===== config.mk =====
export PLATFORM = sky130hd
export DESIGN_NAME = mem_spi_flash_responder
export DESIGN_NICKNAME = d
export VERILOG_FILES = /design/src/rtl/mem_spi_flash_responder.sv
export SDC_FILE = /design/constraint.sdc
export NUM_CORES = 2
export LEC_CHECK = 0
export ABC_AREA = 1
export CELL_PAD_IN_SITES_DETAIL_PLACEMENT = 1
export CELL_PAD_IN_SITES_GLOBAL_PLACEMENT = 1
export CORE_MARGIN = 1.5
export CORE_UTILIZATION = 51
export CTS_CLUSTER_SIZE = 28
export DETAILED_ROUTE_END_ITERATION = 8
export GPL_ROUTABILITY_DRIVEN = 0
export PLACE_DENSITY = 0.84
export SYNTH_ARGS = -nofsm -noshare
export SYNTH_HDL_FRONTEND = slang
export SYNTH_SLANG_ARGS = --single-unit

===== constraint.sdc =====
create_clock -name clk -period 4.15 [get_ports clk]
set_clock_uncertainty 0.05 [all_clocks]
set_input_delay 0.415 -clock clk [delete_from_list [all_inputs] [get_ports clk]]
set_output_delay 0.415 -clock clk [all_outputs]
set_load 0.1 [all_outputs]

===== src/rtl/mem_spi_flash_responder.sv =====
// SPI/QSPI NOR-flash target: oversamples the controller pins on clk, decodes a
// Winbond-style command subset and serves reads/programs from a byte array.
module mem_spi_flash_responder #(
  parameter int ADDR_BITS    = 8,
  parameter bit QE_INIT      = 1'b0,
  parameter int DUMMY_CYCLES = 8
) (
  input  logic       clk,
  input  logic       rst,
  input  logic       in_cs_n,
  input  logic       in_sclk,
  input  logic [3:0] in_io,
  output logic [3:0] out_io,
  output logic [3:0] out_io_oe,
  output logic       out_qe,
  output logic       out_wel
);
  localparam int DEPTH = 1 << ADDR_BITS;
  localparam logic [ADDR_BITS-1:0] PMASK = ADDR_BITS'(255);

  typedef enum logic [3:0] {
    S_IDLE, S_CMD, S_ADDR, S_DUMMY, S_RDATA, S_QDATA, S_SRDATA, S_SRWR, S_PGDATA, S_IGNORE
  } state_t;

  logic [5:0] s1_q, s2_q;
  logic       cs_prev_q, sclk_prev_q;
  logic       cs_n_s, cs_rise, cs_fall, sck_rise, sck_fall, mosi, unused_io;

  // CS chain resets low so a select held across reset is never seen as a new command
  always_ff @(posedge clk) begin
    if (rst) begin
      s1_q        <= '0;
      s2_q        <= '0;
      cs_prev_q   <= 1'b0;
      sclk_prev_q <= 1'b0;
    end else begin
      s1_q        <= {in_cs_n, in_sclk, in_io};
      s2_q        <= s1_q;
      cs_prev_q   <= s2_q[5];
      sclk_prev_q <= s2_q[4];
    end
  end

  assign cs_n_s    = s2_q[5];
  assign mosi      = s2_q[0];
  assign unused_io = ^s2_q[3:1];
  assign cs_rise   = cs_n_s & ~cs_prev_q;
  assign cs_fall   = ~cs_n_s & cs_prev_q;
  assign sck_rise  = ~cs_n_s & s2_q[4] & ~sclk_prev_q;
  assign sck_fall  = ~cs_n_s & ~s2_q[4] & sclk_prev_q;

  state_t                 state_q, state_d;
  logic [7:0]             cnt_q, cnt_d, shin_q, shin_d, txsh_q, txsh_d, cmd_q, cmd_d;
  logic [ADDR_BITS-1:0]   addr_q, addr_d;
  logic [2:0]             txcnt_q, txcnt_d;
  logic [3:0]             io_q, io_d;
  logic                   wel_q, wel_d, qe_q, qe_d;
  logic [7:0]             mem_q [DEPTH];
  logic [7:0]             byte_in, rd_byte;
  logic                   mem_we, erase;

  always_ff @(posedge clk) begin
    if (rst) begin
      state_q <= S_IDLE;
      cnt_q   <= '0;
      shin_q  <= '0;
      txsh_q  <= '0;
      cmd_q   <= '0;
      addr_q  <= '0;
      txcnt_q <= '0;
      io_q    <= '0;
      wel_q   <= 1'b0;
      qe_q    <= QE_INIT;
    end else begin
      state_q <= state_d;
      cnt_q   <= cnt_d;
      shin_q  <= shin_d;
      txsh_q  <= txsh_d;
      cmd_q   <= cmd_d;
      addr_q  <= addr_d;
      txcnt_q <= txcnt_d;
      io_q    <= io_d;
      wel_q   <= wel_d;
      qe_q    <= qe_d;
    end
  end

  always_ff @(posedge clk) begin
    if (rst || erase) begin
      for (int i = 0; i < DEPTH; i++) mem_q[i] <= 8'hFF;
    end else if (mem_we) begin
      mem_q[addr_q] <= mem_q[addr_q] & byte_in;
    end
  end

  always_comb begin
    state_d = state_q;
    cnt_d   = cnt_q;
    shin_d  = shin_q;
    txsh_d  = txsh_q;
    cmd_d   = cmd_q;
    addr_d  = addr_q;
    txcnt_d = txcnt_q;
    io_d    = io_q;
    wel_d   = wel_q;
    qe_d    = qe_q;
    mem_we  = 1'b0;
    erase   = 1'b0;
    byte_in = {shin_q[6:0], mosi};
    rd_byte = (state_q == S_SRDATA) ? {6'b0, (cmd_q == 8'h05) ? wel_q : qe_q, 1'b0}
                                    : mem_q[addr_q];
    // cmd_q holds only fully received opcodes, so CS-rise effects need no state check
    if (cs_rise) begin
      state_d = S_IDLE;
      cmd_d   = '0;
      io_d    = '0;
      case (cmd_q)
        8'h06:                      wel_d = 1'b1;
        8'h04, 8'h31, 8'h02:        wel_d = 1'b0;
        8'hC7, 8'h60: if (wel_q) begin
          erase = 1'b1;
          wel_d = 1'b0;
        end
        default: ;
      endcase
    end else if (state_q == S_IDLE) begin
      if (cs_fall) begin
        state_d = S_CMD;
        cnt_d   = '0;
        cmd_d   = '0;
      end
    end else if (sck_rise) begin
      shin_d = byte_in;
      cnt_d  = cnt_q + 8'd1;
      case (state_q)
        S_CMD: if (cnt_q == 8'd7) begin
          cmd_d   = byte_in;
          cnt_d   = '0;
          txcnt_d = '0;
          case (byte_in)
            8'h05, 8'h35: state_d = S_SRDATA;
            8'h31:        state_d = S_SRWR;
            8'h03:        state_d = S_ADDR;
            8'h6B:        state_d = qe_q ? S_ADDR : S_IGNORE;
            8'h02:        state_d = wel_q ? S_ADDR : S_IGNORE;
            default:      state_d = S_IGNORE;
          endcase
        end
        S_ADDR: begin
          addr_d = ADDR_BITS'({addr_q, mosi});
          if (cnt_q == 8'd23) begin
            cnt_d   = '0;
            txcnt_d = '0;
            case (cmd_q)
              8'h03:   state_d = S_RDATA;
              8'h6B:   state_d = (DUMMY_CYCLES == 0) ? S_QDATA : S_DUMMY;
              default: state_d = S_PGDATA;
            endcase
          end
        end
        S_DUMMY: if (cnt_q == 8'(DUMMY_CYCLES - 1)) state_d = S_QDATA;
        S_SRWR: if (cnt_q == 8'd7) begin
          if (wel_q) qe_d = byte_in[1];
          state_d = S_IGNORE;
        end
        S_PGDATA: if (cnt_q == 8'd7) begin
          mem_we = 1'b1;
          cnt_d  = '0;
          addr_d = (addr_q & ~PMASK) | ((addr_q + ADDR_BITS'(1)) & PMASK);
        end
        default: ;
      endcase
    end else if (sck_fall) begin
      case (state_q)
        S_RDATA, S_SRDATA: begin
          txcnt_d = txcnt_q + 3'd1;
          if (txcnt_q == 3'd0) begin
            io_d   = {2'b0, rd_byte[7], 1'b0};
            txsh_d = {rd_byte[6:0], 1'b0};
            if (state_q == S_RDATA) addr_d = addr_q + ADDR_BITS'(1);
          end else begin
            io_d   = {2'b0, txsh_q[7], 1'b0};
            txsh_d = {txsh_q[6:0], 1'b0};
          end
        end
        S_QDATA: begin
          txcnt_d = {2'b0, ~txcnt_q[0]};
          if (!txcnt_q[0]) begin
            io_d   = mem_q[addr_q][7:4];
            txsh_d = {mem_q[addr_q][3:0], 4'b0};
            addr_d = addr_q + ADDR_BITS'(1);
          end else begin
            io_d   = txsh_q[7:4];
          end
        end
        default: ;
      endcase
    end
  end

  always_comb begin
    case (state_q)
      S_RDATA, S_SRDATA: out_io_oe = 4'b0010;
      S_QDATA:           out_io_oe = 4'b1111;
      default:           out_io_oe = 4'b0000;
    endcase
  end

  assign out_io  = io_q;
  assign out_qe  = qe_q;
  assign out_wel = wel_q;
endmodule


# [After elaboration in Yosys (flattened, before gate mapping)]
# Memories as Yosys holds them, arrays and structs flattened. A register that Yosys moved wholly into a read port is not among the register bits.
# Index checks and enable logic that the tools add are counted.
[totals] reg_bits=66 ramBits=2048 inputBits=8 elab_cells=164 n_memories=1
[mem_list] memory="mem_q" words=256 width=8 read_ports=1 rd_clocked_by_memory_dff=1 wr=256 line_no="58" source="logic [7:0] mem_q [DEPTH];"
[op_classes] n_addsub=3 n_eq_ne=39 n_mux=64 bitwise_logic=15 reduce_logical=28
[op_table] op="8-bit 2-to-1 mux" count=22
[op_table] op="8-bit case mux with 2 select lines" count=4
[op_table] op="8-bit by 3-bit equality test with 1-bit output (second input constant)" count=5
[op_table] op="4-bit 2-to-1 mux" count=10
[op_table] op="8-bit by 2-bit equality test with 1-bit output (second input constant)" count=4
[op_table] op="3-bit != test (second input constant)" count=10
[op_table] op="8-bit by 6-bit equality test with 1-bit output (second input constant)" count=3
[op_table] op="8-bit by 7-bit equality test with 1-bit output (second input constant)" count=3
[op_table] op="4-bit case mux with 2 select lines" count=3
[op_table] op="4-bit case mux with 5 select lines" count=1
[op_table] op="8-bit by 1-bit adder with 8-bit output (second input constant)" count=2
[op_table] op="4-bit by 3-bit equality test with 1-bit output (second input constant)" count=4
[op_table] op="4-bit case mux with 4 select lines" count=1
[op_table] op="1-bit 2-to-1 mux" count=15
[op_table] op="7-bit AND reduction" count=2
[op_table] op="3-bit 2-to-1 mux" count=4
[op_table] op="3-bit case mux with 2 select lines" count=2
[op_table] op="6-bit AND reduction" count=2
[op_table] op="2-bit nonzero test" count=6
[op_table] op="2-bit OR reduction" count=5
[op_table] op="9-bit AND reduction" count=1
[op_table] op="8-bit bitwise AND" count=1
[op_table] op="4-bit by 2-bit equality test with 1-bit output (second input constant)" count=2
[op_table] op="8-bit by 5-bit equality test with 1-bit output (second input constant)" count=1
[op_table] op="20 further kinds" count=36

# [Depth between registers and ports, before layout]
[depth] ltp_word=11 mapped_depth=17 depth_no_buf=14

# [Least setup slack after synthesis]
# No wires, ideal clock.
[synth_path] kind="register -> register" from="register state_q[2]" to="register txsh_q[3]" arrival_ns=2.909 path_slack_ns=1.058 path_stages_with_launch=13 n_path_buf=0 synth_period_minus_slack_ns=3.092 path_cell_list="dfxtp_1 -> inv_1 -> nor2_1 -> inv_1 -> nor2_1 -> inv_1 -> nor2_1 -> inv_1 -> nor2_1 -> inv_1 -> a22o_1 -> inv_1 -> a21oi_1"
[synth_between] elab_chain_cells=4 word_cells_on_any_way=12 cone_classes="eq/ne: 4; mux: 3; bitwise: 1; reduce/logical: 4"
[synth_rtl] item="start, declared" line_no="52" source="state_t state_q, state_d;"
[synth_rtl] item="start signal, assigned" line_no="75" source="state_q <= state_d;"
[synth_rtl] item="4-bit by 3-bit equality test with 1-bit output (on tied branches)" line_no="110, 174"
[synth_rtl] item="8-bit 2-to-1 mux / 2-bit OR reduction (equally long branches)" line_no="110, 174"
[synth_rtl] item="8-bit 2-to-1 mux / 2-bit nonzero test (equally long branches)"
[synth_rtl] item="8-bit case mux with 2 select lines / 6-bit AND reduction (equally long branches)"
[synth_rtl] item="end signal, assigned" line_no="78" source="txsh_q <= txsh_d;"
[synth_rtl] item="end, declared" line_no="53" source="logic [7:0] cnt_q, cnt_d, shin_q, shin_d, txsh_q, txsh_d, cmd_q, cmd_d;"
# Several ways; a longest one is shown, not always the timed one.
# A chain may end at the register's enable or synchronous reset.

==> flow_metrics.tcl <==
set metrics [dict create \
    setup-violations-final 36 \
    synth_seq_cells 2115 \
    io_buffers 14 \
    finalMaxSlewViolations 0 \
    criticalPathCategory "reg -> reg" \
    cts_root_buf "clkbuf_16" \
    cp-end-kind "flip-flop" \
    ys_types 43 \
    grt_usage_pct 34.4 \
    crit_path_start_kind "flip-flop" \
    die_area_sq_mm 0.195 \
    crit_arrival_ns 4.91 \
    use_met1_pct 42.3 \
    dr.pass1.iters 6 \
    htreeDepth 4 \
    overflow 0 \
    fin_nets 10000 \
    ys.flop_type "edfxtp_1" \
    gr-usage-met2_pct 56.8 \
    slew_headroom_pct 4.45 \
    post-synth-top-area-cell "edfxtp_1" \
    grt_pass1_vias 83400 \
    clock_path_buffers 3 \
    drt-vias-per-instance 6.24 \
    setup_slack_ns -0.0592 \
    initial_core_util_pct 51.5 \
    cp_max_fo 107 \
    row_count 160 \
    status "finished with violations" \
    yosysWarnings 0 \
    die_w_um 442 \
    min_path_type "in -> reg" \
    coreArea_sq_mm 0.191 \
    yosysSeqAreaShare_pct 64.0 \
    ios 18 \
    syn-cell-area_sq_mm 0.0981 \
    final_cell_mix "nand2_1, edfxtp_1, nand3_1" \
    cts_tree "yes" \
    violations "negative setup slack" \
    period_needed_ns 4.21 \
    synth_nets 10100 \
    vias 79300 \
    grt_pass1_wl_mm 511 \
    clkSlewWorstSetupHoldPaths_ns 0.06 \
    final_common_cell "nand2_1" \
    timing.final.crit_share_pct 101 \
    ant_nets 0 \
    dp_slack_ns -0.0172 \
    drtIter0Drc 9592 \
    drc 0 \
    syn_to_final_growth_pct 10.8 \
    p_leak_nw 33.6 \
    hold_viol 0 \
    antenna_found_initial 6 \
    async_reset_ff_share_pct 0 \
    cts_made_buffers 219 \
    fin_worst_hold_slack_ns 0.345 \
    design_area_sq_mm 0.109 \
    synthTopCellsByArea "edfxtp_1, nand2_1, nand3_1" \
    insertion_delay_ns 0.92 \
    hold_start "rst" \
    drv_cap 0 \
    busiest_layer "met2" \
    synth_cells 10100 \
    rsz0062_at_grt "yes" \
    hpwlAfterDp_mm 207 \
    synth_area_per_cell_sq_um 9.72 \
    drive_above_1_share_pct 9.42 \
    worst_pin_slew_ns 1.42 \
    synth_edf_count 2048 \
    drt-total-wl_mm 339 \
    power.density_mw_per_mm2 399 \
    post_dp_cell_area_sq_mm 0.102 \
    grt_max_degree 156 \
    vdd_ir_drop_max_mv 0.373 \
    cp.required_ns 4.85 \
    fillers 20800 \
    grt_util_met3_pct 6.23 \
    clock-sinks 2115 \
    synth_top_cell_area_share_pct 62.7 \
    fp.dieH_um 442 \
    routedWlPerCell_um 26.7 \
    fmax_mhz 238 \
]
## final timing paths
kind / to / slack (ns) / cells after the start
hold / removal: s1_q[5] / 0.35 / 3
hold reg to reg: s2_q[5] / 0.36 / 2
setup reg to reg: mem_q[91][3] / -0.06 / 12
setup / recovery: mem_q[91][3] / -0.06 / 12
## critical path, stage by stage, from the launching register on
cell     delay (ns)
dfxtp_4        0.40
inv_8          0.59
buf_12         0.37
buf_4          0.22
nand3_1        0.10
nand3_1        0.14
nand3_1        0.10
nand3_1        0.42
nand3_1        0.35
nand3_2        0.23
nand3_4        0.27
buf_12         0.28
nand2_1        0.23
## metal layers
| metal | part of all wire [%] | up-vias |
|---|---|---|
| li1 | - | 34100 |
| met1 | 36 | 39700 |
| met2 | 48 | 4356 |
| met3 | 9.5 | 1117 |
| met4 | 6.4 | 4 |
| met5 | 0.0086 | - |
## logic make-up (layout without fill, tap and decap cells)
logic type | count (synthesis) | after routing | synth area share, %
buffers and inverters | 962 | 1049 | 5.19
AOI/OAI and AO/OA | 387 | 387 | 2.06
and+or+nand+nor | 6626 | 6626 | 28.6
adders and majority gates | 7 | 7 | 0.0892
other | 0 | 2 | 0
DFF | 2115 | 2115 | 64.0
xor gates and xnor gates | 4 | 4 | 0.0357
## synth_stat cells (all sizes together) (4+ instances only)
| master | instances |
|---|---|
| o22ai | 4 |
| inv | 156 |
| a31oi | 4 |
| clkbuf | 172 |
| xor2 | 4 |
| o21ai | 297 |
| buf | 631 |
| nand2 | 4146 |
| dfxtp | 67 |
| a211oi | 12 |
| ha | 7 |
| nand4 | 14 |
| nand3 | 2045 |
| edfxtp | 2048 |
| a21oi | 55 |
| nor3 | 20 |
| nor2 | 390 |
| a22oi | 5 |
## layout make-up
class / count / area (sq um) / share of cell area, %
inverters: 159 / 648 / 0.596
multi-input cells: 7024 / 30300 / 27.9
flip-flops and latches: 2115 / 62900 / 57.8
clock inverters: 112 / 870 / 0.800
clock buffers: 284 / 5840 / 5.37
repair buffers: 494 / 5030 / 4.63
well taps: 2511 / 3140 / 2.89
diodes: 2 / 5.00 / 0.00460
## where the power goes
| part | switching, mW | total [mW] | internal [mW] |
|---|---|---|---|
| sequential | 0.00788 | 23.3 | 23.3 |
| clock | 8.61 | 19.1 | 10.5 |
| combinational | 0.704 | 0.934 | 0.231 |
| total | 9.32 | 43.3 | 34.0 |
## flip-flops by register name, indices dropped and copies added (netlist names), named ones only
signal / cells
addr_q: 8
cmd_q: 8
cnt_q: 8
cs_prev_q: 1
mem_q: 2048
out_io: 4
out_qe: 1
out_wel: 1
s1_q: 3
s2_q: 3
sclk_prev_q: 1
shin_q: 7
state_q: 4
txcnt_q: 3
txsh_q: 7
## per-stage QoR
step           total power, mW  TNS [ns]  util (%)  cells
2_1_floorplan             24.3         0         -  10100
3_3_place_gp              24.6         0      53.4  12300
3_5_place_dp              24.7   -0.0594      53.4  12300
4_1_cts                   43.3         0      57.0  12700
5_1_grt                   44.1   -0.0154      57.0  12700
6_report                  43.3    -0.529      57.0  12700
## what timing repair did
item,4_1_cts,5_1_grt
cloned,1,0
pin swaps,0,0
hold buffers,3,0
setup endpoints to repair,114,204
hold endpoints to repair,3,0
gates resized for setup,5,16
setup buffers,1,1
Power figures use the tool's default switching activity.
